$ cat src/rtl/udma_hyper_eot_router_pkg.sv
// Shared types and constants for the HyperBus end-of-transfer event router.
package udma_hyper_eot_router_pkg;

   typedef enum logic {
      HYPER_DIR_WR = 1'b0,
      HYPER_DIR_RD = 1'b1
   } hyper_dir_e;

   localparam int HYPER_EOT_TAG_DEPTH = 4;

endpackage

$ cat src/rtl/udma_hyper_eot_router_if.sv
// Bundle of per-channel transaction, EOT, event and error signals seen by the router.
interface udma_hyper_eot_router_if #(
   parameter int NB_CH = 1,
   parameter int CNT_W = 3
);
   logic [NB_CH-1:0]       trans_valid_i;
   logic [NB_CH-1:0]       trans_rd_i;
   logic [NB_CH-1:0]       trans_ready_o;
   logic [NB_CH-1:0]       eot_i;
   logic [NB_CH-1:0]       udma_rx_evt_i;
   logic [NB_CH-1:0]       udma_tx_evt_i;
   logic [NB_CH-1:0]       evt_rd_eot_o;
   logic [NB_CH-1:0]       evt_wr_eot_o;
   logic [NB_CH*CNT_W-1:0] pending_o;
   logic [NB_CH-1:0]       err_ovf_o;
   logic [NB_CH-1:0]       err_unf_o;
   logic                   err_clr_i;

   modport master (
      output trans_valid_i, trans_rd_i, eot_i, udma_rx_evt_i, udma_tx_evt_i, err_clr_i,
      input  trans_ready_o, evt_rd_eot_o, evt_wr_eot_o, pending_o, err_ovf_o, err_unf_o
   );

   modport slave (
      input  trans_valid_i, trans_rd_i, eot_i, udma_rx_evt_i, udma_tx_evt_i, err_clr_i,
      output trans_ready_o, evt_rd_eot_o, evt_wr_eot_o, pending_o, err_ovf_o, err_unf_o
   );
endinterface

$ cat src/rtl/udma_hyper_tag_fifo.sv
// 1-bit direction tag FIFO; pointers carry one extra wrap bit to tell full from empty.
module udma_hyper_tag_fifo
   import udma_hyper_eot_router_pkg::*;
#(
   parameter int DEPTH = HYPER_EOT_TAG_DEPTH,
   parameter int CNT_W = $clog2(DEPTH + 1)
) (
   input  logic             sys_clk_i,
   input  logic             rstn_i,
   input  logic             push,
   input  logic             pop,
   input  hyper_dir_e       din,
   output hyper_dir_e       dout,
   output logic             full,
   output logic             empty,
   output logic [CNT_W-1:0] count
);
   localparam int AW = $clog2(DEPTH);

   logic [AW:0] wptr;
   logic [AW:0] rptr;
   hyper_dir_e  mem [DEPTH];
   logic        do_pop;
   logic        do_push;

   assign empty = (wptr == rptr);
   assign full  = (wptr[AW] != rptr[AW]) && (wptr[AW-1:0] == rptr[AW-1:0]);
   assign count = CNT_W'(wptr - rptr);
   assign dout  = mem[rptr[AW-1:0]];

   // A pop on a full FIFO frees the slot the push lands in, so push is allowed then.
   assign do_pop  = pop & ~empty;
   assign do_push = push & (~full | do_pop);

   // Pointer advance on accepted push/pop.
   always_ff @(posedge sys_clk_i or negedge rstn_i) begin
      if (!rstn_i) begin
         wptr <= '0;
         rptr <= '0;
      end else begin
         if (do_push) wptr <= wptr + 1'b1;
         if (do_pop)  rptr <= rptr + 1'b1;
      end
   end

   // Tag storage write.
   always_ff @(posedge sys_clk_i or negedge rstn_i) begin
      if (!rstn_i) begin
         for (int i = 0; i < DEPTH; i++) mem[i] <= HYPER_DIR_WR;
      end else if (do_push) begin
         mem[wptr[AW-1:0]] <= din;
      end
   end
endmodule

$ cat src/rtl/udma_hyper_eot_router.sv
// Routes per-channel hyper EOT pulses to read-done / write-done events using queued
// direction tags, with a uDMA rx/tx based legacy inference when no tag is queued.
module udma_hyper_eot_router
   import udma_hyper_eot_router_pkg::*;
#(
   parameter int NB_CH = 1,
   parameter int DEPTH = HYPER_EOT_TAG_DEPTH,
   parameter int CNT_W = $clog2(DEPTH + 1)
) (
   input  logic                     sys_clk_i,
   input  logic                     rstn_i,
   udma_hyper_eot_router_if.slave   bus
);

   for (genvar c = 0; c < NB_CH; c++) begin : g_ch
      logic             fifo_full;
      logic             fifo_empty;
      logic [CNT_W-1:0] fifo_cnt;
      hyper_dir_e       tag;
      hyper_dir_e       route_dir;
      hyper_dir_e       legacy_dir;
      logic             do_pop;
      logic             do_push;
      logic             bypass;
      logic             fallback;
      logic             ovf_set;
      logic             evt_rd_q;
      logic             evt_wr_q;
      logic             ovf_q;
      logic             unf_q;

      assign do_pop   = bus.eot_i[c] & ~fifo_empty;
      assign bypass   = bus.eot_i[c] & fifo_empty & bus.trans_valid_i[c];
      assign fallback = bus.eot_i[c] & fifo_empty & ~bus.trans_valid_i[c];
      assign do_push  = bus.trans_valid_i[c] & ~bypass & (~fifo_full | do_pop);
      assign ovf_set  = bus.trans_valid_i[c] & fifo_full & ~do_pop;

      // Oldest tag wins; an empty FIFO takes the same-cycle push, else the legacy guess.
      always_comb begin
         route_dir = legacy_dir;
         if (do_pop)      route_dir = tag;
         else if (bypass) route_dir = hyper_dir_e'(bus.trans_rd_i[c]);
      end

      udma_hyper_tag_fifo #(
         .DEPTH (DEPTH),
         .CNT_W (CNT_W)
      ) u_tag_fifo (
         .sys_clk_i (sys_clk_i),
         .rstn_i    (rstn_i),
         .push      (do_push),
         .pop       (do_pop),
         .din       (hyper_dir_e'(bus.trans_rd_i[c])),
         .dout      (tag),
         .full      (fifo_full),
         .empty     (fifo_empty),
         .count     (fifo_cnt)
      );

      // Legacy direction tracks unambiguous uDMA rx/tx activity every cycle.
      always_ff @(posedge sys_clk_i or negedge rstn_i) begin
         if (!rstn_i) begin
            legacy_dir <= HYPER_DIR_WR;
         end else if ((legacy_dir == HYPER_DIR_RD) && bus.udma_tx_evt_i[c] && !bus.udma_rx_evt_i[c]) begin
            legacy_dir <= HYPER_DIR_WR;
         end else if ((legacy_dir == HYPER_DIR_WR) && bus.udma_rx_evt_i[c] && !bus.udma_tx_evt_i[c]) begin
            legacy_dir <= HYPER_DIR_RD;
         end
      end

      // Registered single-cycle done events.
      always_ff @(posedge sys_clk_i or negedge rstn_i) begin
         if (!rstn_i) begin
            evt_rd_q <= 1'b0;
            evt_wr_q <= 1'b0;
         end else begin
            evt_rd_q <= bus.eot_i[c] & (route_dir == HYPER_DIR_RD);
            evt_wr_q <= bus.eot_i[c] & (route_dir == HYPER_DIR_WR);
         end
      end

      // Sticky error flags; a new error in the clear cycle keeps the flag set.
      always_ff @(posedge sys_clk_i or negedge rstn_i) begin
         if (!rstn_i) begin
            ovf_q <= 1'b0;
            unf_q <= 1'b0;
         end else begin
            if (ovf_set)             ovf_q <= 1'b1;
            else if (bus.err_clr_i)  ovf_q <= 1'b0;
            if (fallback)            unf_q <= 1'b1;
            else if (bus.err_clr_i)  unf_q <= 1'b0;
         end
      end

      assign bus.trans_ready_o[c]             = ~fifo_full;
      assign bus.evt_rd_eot_o[c]              = evt_rd_q;
      assign bus.evt_wr_eot_o[c]              = evt_wr_q;
      assign bus.err_ovf_o[c]                 = ovf_q;
      assign bus.err_unf_o[c]                 = unf_q;
      assign bus.pending_o[c*CNT_W +: CNT_W]  = fifo_cnt;
   end

endmodule
$ cat src/flat_wrapper.sv
// flat-port wrapper written by rule: the top's interface ports become plain ports
module udma_hyper_eot_router_flat import udma_hyper_eot_router_pkg::*;
#(
   parameter int NB_CH = 1,
   parameter int DEPTH = HYPER_EOT_TAG_DEPTH,
   parameter int CNT_W = $clog2(DEPTH + 1)
)
  (sys_clk_i, rstn_i, bus_trans_valid_i, bus_trans_rd_i, bus_eot_i, bus_udma_rx_evt_i, bus_udma_tx_evt_i, bus_err_clr_i, bus_trans_ready_o, bus_evt_rd_eot_o, bus_evt_wr_eot_o, bus_pending_o, bus_err_ovf_o, bus_err_unf_o);
  udma_hyper_eot_router_if #(.NB_CH(NB_CH), .CNT_W(CNT_W)) bus_i ();
  input  logic sys_clk_i;
  input  logic rstn_i;
  input wire logic [$bits(bus_i.trans_valid_i)-1:0] bus_trans_valid_i;
  input wire logic [$bits(bus_i.trans_rd_i)-1:0] bus_trans_rd_i;
  input wire logic [$bits(bus_i.eot_i)-1:0] bus_eot_i;
  input wire logic [$bits(bus_i.udma_rx_evt_i)-1:0] bus_udma_rx_evt_i;
  input wire logic [$bits(bus_i.udma_tx_evt_i)-1:0] bus_udma_tx_evt_i;
  input wire logic [$bits(bus_i.err_clr_i)-1:0] bus_err_clr_i;
  output wire logic [$bits(bus_i.trans_ready_o)-1:0] bus_trans_ready_o;
  output wire logic [$bits(bus_i.evt_rd_eot_o)-1:0] bus_evt_rd_eot_o;
  output wire logic [$bits(bus_i.evt_wr_eot_o)-1:0] bus_evt_wr_eot_o;
  output wire logic [$bits(bus_i.pending_o)-1:0] bus_pending_o;
  output wire logic [$bits(bus_i.err_ovf_o)-1:0] bus_err_ovf_o;
  output wire logic [$bits(bus_i.err_unf_o)-1:0] bus_err_unf_o;
  assign bus_i.trans_valid_i = bus_trans_valid_i;
  assign bus_i.trans_rd_i = bus_trans_rd_i;
  assign bus_i.eot_i = bus_eot_i;
  assign bus_i.udma_rx_evt_i = bus_udma_rx_evt_i;
  assign bus_i.udma_tx_evt_i = bus_udma_tx_evt_i;
  assign bus_i.err_clr_i = bus_err_clr_i;
  assign bus_trans_ready_o = bus_i.trans_ready_o;
  assign bus_evt_rd_eot_o = bus_i.evt_rd_eot_o;
  assign bus_evt_wr_eot_o = bus_i.evt_wr_eot_o;
  assign bus_pending_o = bus_i.pending_o;
  assign bus_err_ovf_o = bus_i.err_ovf_o;
  assign bus_err_unf_o = bus_i.err_unf_o;
  udma_hyper_eot_router #(.NB_CH(NB_CH), .DEPTH(DEPTH), .CNT_W(CNT_W)) u_core (.sys_clk_i(sys_clk_i), .rstn_i(rstn_i), .bus(bus_i));
endmodule
$ cat config.mk
export PLATFORM = sky130hd
export DESIGN_NAME = udma_hyper_eot_router_flat
export DESIGN_NICKNAME = d
export VERILOG_FILES = /design/src/rtl/udma_hyper_eot_router_pkg.sv /design/src/rtl/udma_hyper_eot_router_if.sv /design/src/rtl/udma_hyper_tag_fifo.sv /design/src/rtl/udma_hyper_eot_router.sv /design/src/flat_wrapper.sv
export SDC_FILE = /design/constraint.sdc
export NUM_CORES = 1
export LEC_CHECK = 0
export BUFFER_PORTS_ARGS = -buffer_cell sky130_fd_sc_hd__buf_4
export CELL_PAD_IN_SITES_DETAIL_PLACEMENT = 1
export CELL_PAD_IN_SITES_GLOBAL_PLACEMENT = 2
export CORE_ASPECT_RATIO = 1.2
export CORE_UTILIZATION = 37
export CTS_CLUSTER_DIAMETER = 200
export DETAILED_ROUTE_END_ITERATION = 8
export PLACE_DENSITY_LB_ADDON = 0.1
export RECOVER_POWER = 100
export SYNTH_ARGS = -nofsm -noshare
export SYNTH_HDL_FRONTEND = slang
export SYNTH_HIERARCHICAL = 1
export SYNTH_SLANG_ARGS = --single-unit
$ cat constraint.sdc
create_clock -name sys_clk_i -period 5 [get_ports sys_clk_i]
set_clock_uncertainty 0.1 [all_clocks]
set_input_delay 0.5 -clock sys_clk_i [delete_from_list [all_inputs] [get_ports sys_clk_i]]
set_output_delay 0.5 -clock sys_clk_i [all_outputs]
set_load 0.005 [all_outputs]
==> impl_metrics.yaml <==
power:
  power.density_nw_per_um2: 683
  leakage_nw: 0.495
  ir_worst_vdd_mv: 0.303
drt:
  wire_per_inst_um: 14.2
  drtIter0Drc: 5
  antenna_left: 0
  num_vias: 643
  drc: 0
  firstDrtPassIters: 5
  wirelength_um: 1780
  drt-vias-per-instance: 5.10
clocking:
  cts_made_buffers: 3
  clock-sinks: 15
  path_clk_slew_ns: 0.09
  clock-root-buffer: "clkbuf_4"
  clk_latency_ns: 0.29
  post_cts_buffers: 0
  cts_max_level: 1
  clk_path_buf_depth: 2
  cts_tree: "done"
placement:
  gp_congestion: 0.760
  io_buffer_count: 15
  dpl.hpwl_um: 1370
  placed_area_um2: 1010
synth:
  synth.area.top_cells: "dfrtp_1 43%, ha_1 10%, mux2_1 6.5%"
  ys_types: 31
  syn_avg_cell_area_um2: 11.3
  synth_top_area_share_pct: 43.2
  yosysSeqAreaShare_pct: 43.2
  synth_top_area_cell: "dfrtp_1"
  syn_area_um2: 868
  synthesis.nets: 93
  synth.ff_latch_count: 15
  synthCells: 77
  yosysWarnings: 6
global_routing:
  grt_pass1_vias: 646
  overflow: 0
  antenna_found_initial: 0
  grt_max_degree: 16
  grt_pass1_wl_um: 3010
  grt_usage_pct: 17.9
critical_path:
  crit_path_end_kind: "flip-flop"
  arrival_ns: 2.76
  reg2regPathDepth: 8
  startpoint_type: "flip-flop"
  rrSetupSlack_ns: 2.31
  worstSetupPathType: "reg2reg"
  timing.rr.end: "u_core/g_ch[0].u_tag_fifo/wptr[1]"
  path_max_fanout: 6
  r2r_start: "u_core/g_ch[0].u_tag_fifo/wptr[0]"
  cp.required_ns: 5.07
  cp-startpoint: "u_core/g_ch[0].u_tag_fifo/wptr[0]"
sta:
  worst_pin_slew_ns: 0.821
  finalHoldViolations: 0
  tns_ns: 0
  final.period_utilization_pct: 53.8
  rsz0062_at_grt: "no"
  worst_hold_slack_ns: 0.305
  post-route-min-period_ns: 2.69
  relSlewSlack_pct: 45.3
  setup_viol: 0
  slew_violations: 0
  timing.fmax_ghz: 0.372
layout:
  fin_nets: 113
  area_growth_pct: 18.7
  fin_area_um2: 1030
  layout_commonest_cell: "dfrtp_1"
  final_core_utilization_pct: 48.2
  diodes: 0
  layout_common_cells: "15 x dfrtp_1, 10 x clkbuf_4, 9 x inv_1"
  drive_gt1_share_pct: 20.8
floorplan:
  die_y_um: 55.1
  start_util_pct: 40.6
  fp.dieArea_um2: 2550
  ioPinCount: 16
  num_rows: 18
  die_x_um: 46.2
  core_um2: 2140
status:
  status: "completed"
worst_hold_path:
  min_delay_path_depth: 2
  min-delay-start: "bus_err_clr_i"
  hp-class: "in2reg"
  hold_end: "u_core/bus.err_unf_o"
flow_run:
  cap_violations: 0
## layer usage
metal	GRT usage [%]	share of wire, %	vias to the layer above
met3	1.95	3.2	4
met5	0	0	-
met4	11.8	2.2	0
met1	20.2	43	316
li1	-	-	301
met2	31.2	51	22
## timing repair
item | in CTS | in global routing
hold buffers | 1 | 0
endpoints found under the setup margin | 0 | 0
gates resized for setup | 0 | 0
hold endpoints to repair | 15 | 0
## logic make-up after synthesis
group	count (synthesis)	synth area share [%]
buf+inv	10	4.32
flops	15	43.2
compound gates	14	12.1
mux	8	12.0
simple gates	17	9.94
xor+xnor	4	4.90
fa+ha+maj	9	13.5
## worst max-delay path by stage
stage,cells after the start,endpoint,slack (ns)
floorplan,9,u_core/g_ch[0].u_tag_fifo/wptr[1],2.53
global placement,8,u_core/g_ch[0].u_tag_fifo/wptr[1],2.46
detailed placement,8,u_core/g_ch[0].u_tag_fifo/wptr[1],2.34
CTS,8,u_core/g_ch[0].u_tag_fifo/wptr[1],2.30
global route,8,u_core/g_ch[0].u_tag_fifo/wptr[1],2.17
finish,8,u_core/g_ch[0].u_tag_fifo/wptr[1],2.31
## critical path, cell delays in order (launching register included)
cell and delay (ns):
dfrtp_1 0.42, inv_1 0.10, ha_1 0.35, nand2_1 0.16
nor2_1 0.31, and2b_1 0.29, and3b_1 0.34, a21bo_2 0.19
mux2_1 0.33
## cell type report
class | count | area [um2]
Fill cell | 240 | 1110
Multi-Input combinational cell | 52 | 442
Sequential cell | 15 | 375
Timing Repair Buffer | 16 | 115
Tap cell | 30 | 37.5
Inverter | 9 | 33.8
Clock buffer | 3 | 22.5
Clock inverter | 1 | 5.00
## report_power, final
| part | leakage (nW) | switching, mW | internal [mW] |
|---|---|---|---|
| Clock | 0.0177 | 0.0401 | 0.0298 |
| Combinational | 0.293 | 0.203 | 0.202 |
| Sequential | 0.184 | 0.0506 | 0.179 |
| Total | 0.495 | 0.294 | 0.410 |
## state kept, by name, summed over array words and instances (netlist names)
signal	count
u_core/bus.evt_rd_eot_o	1
u_core/g_ch.u_tag_fifo/wptr	3
u_core/g_ch.u_tag_fifo/rptr	3
u_core/bus.err_ovf_o	1
u_core/bus.evt_wr_eot_o	1
u_core/g_ch.legacy_dir	1
u_core/g_ch.u_tag_fifo/mem	4
u_core/bus.err_unf_o	1
## cell usage after synthesis, drive strengths merged
master / count
dfrtp: 15
inv: 9
nand2: 8
ha: 7
mux2: 6
a21oi: 5
nor2: 2
nor3b: 2
o21ai: 2
o22ai: 2
xnor2: 2
xor2: 2
a211o: 1
a21bo: 1
a221o: 1
a31o: 1
and2b: 1
and3b: 1
clkbuf: 1
fa: 1
maj3: 1
mux2i: 1
mux4: 1
nor2b: 1
nor3: 1
nor4: 1
o211a: 1
## per-stage QoR
step	cells	setup WS (ns)	power (mW)
2_1_floorplan	77	2.53	0.504
3_3_place_gp	121	2.46	0.653
3_5_place_dp	121	2.34	0.666
4_1_cts	126	2.30	0.743
5_1_grt	126	2.17	0.776
6_report	126	2.31	0.704
No activity file was read; power rests on OpenSTA's default activity.
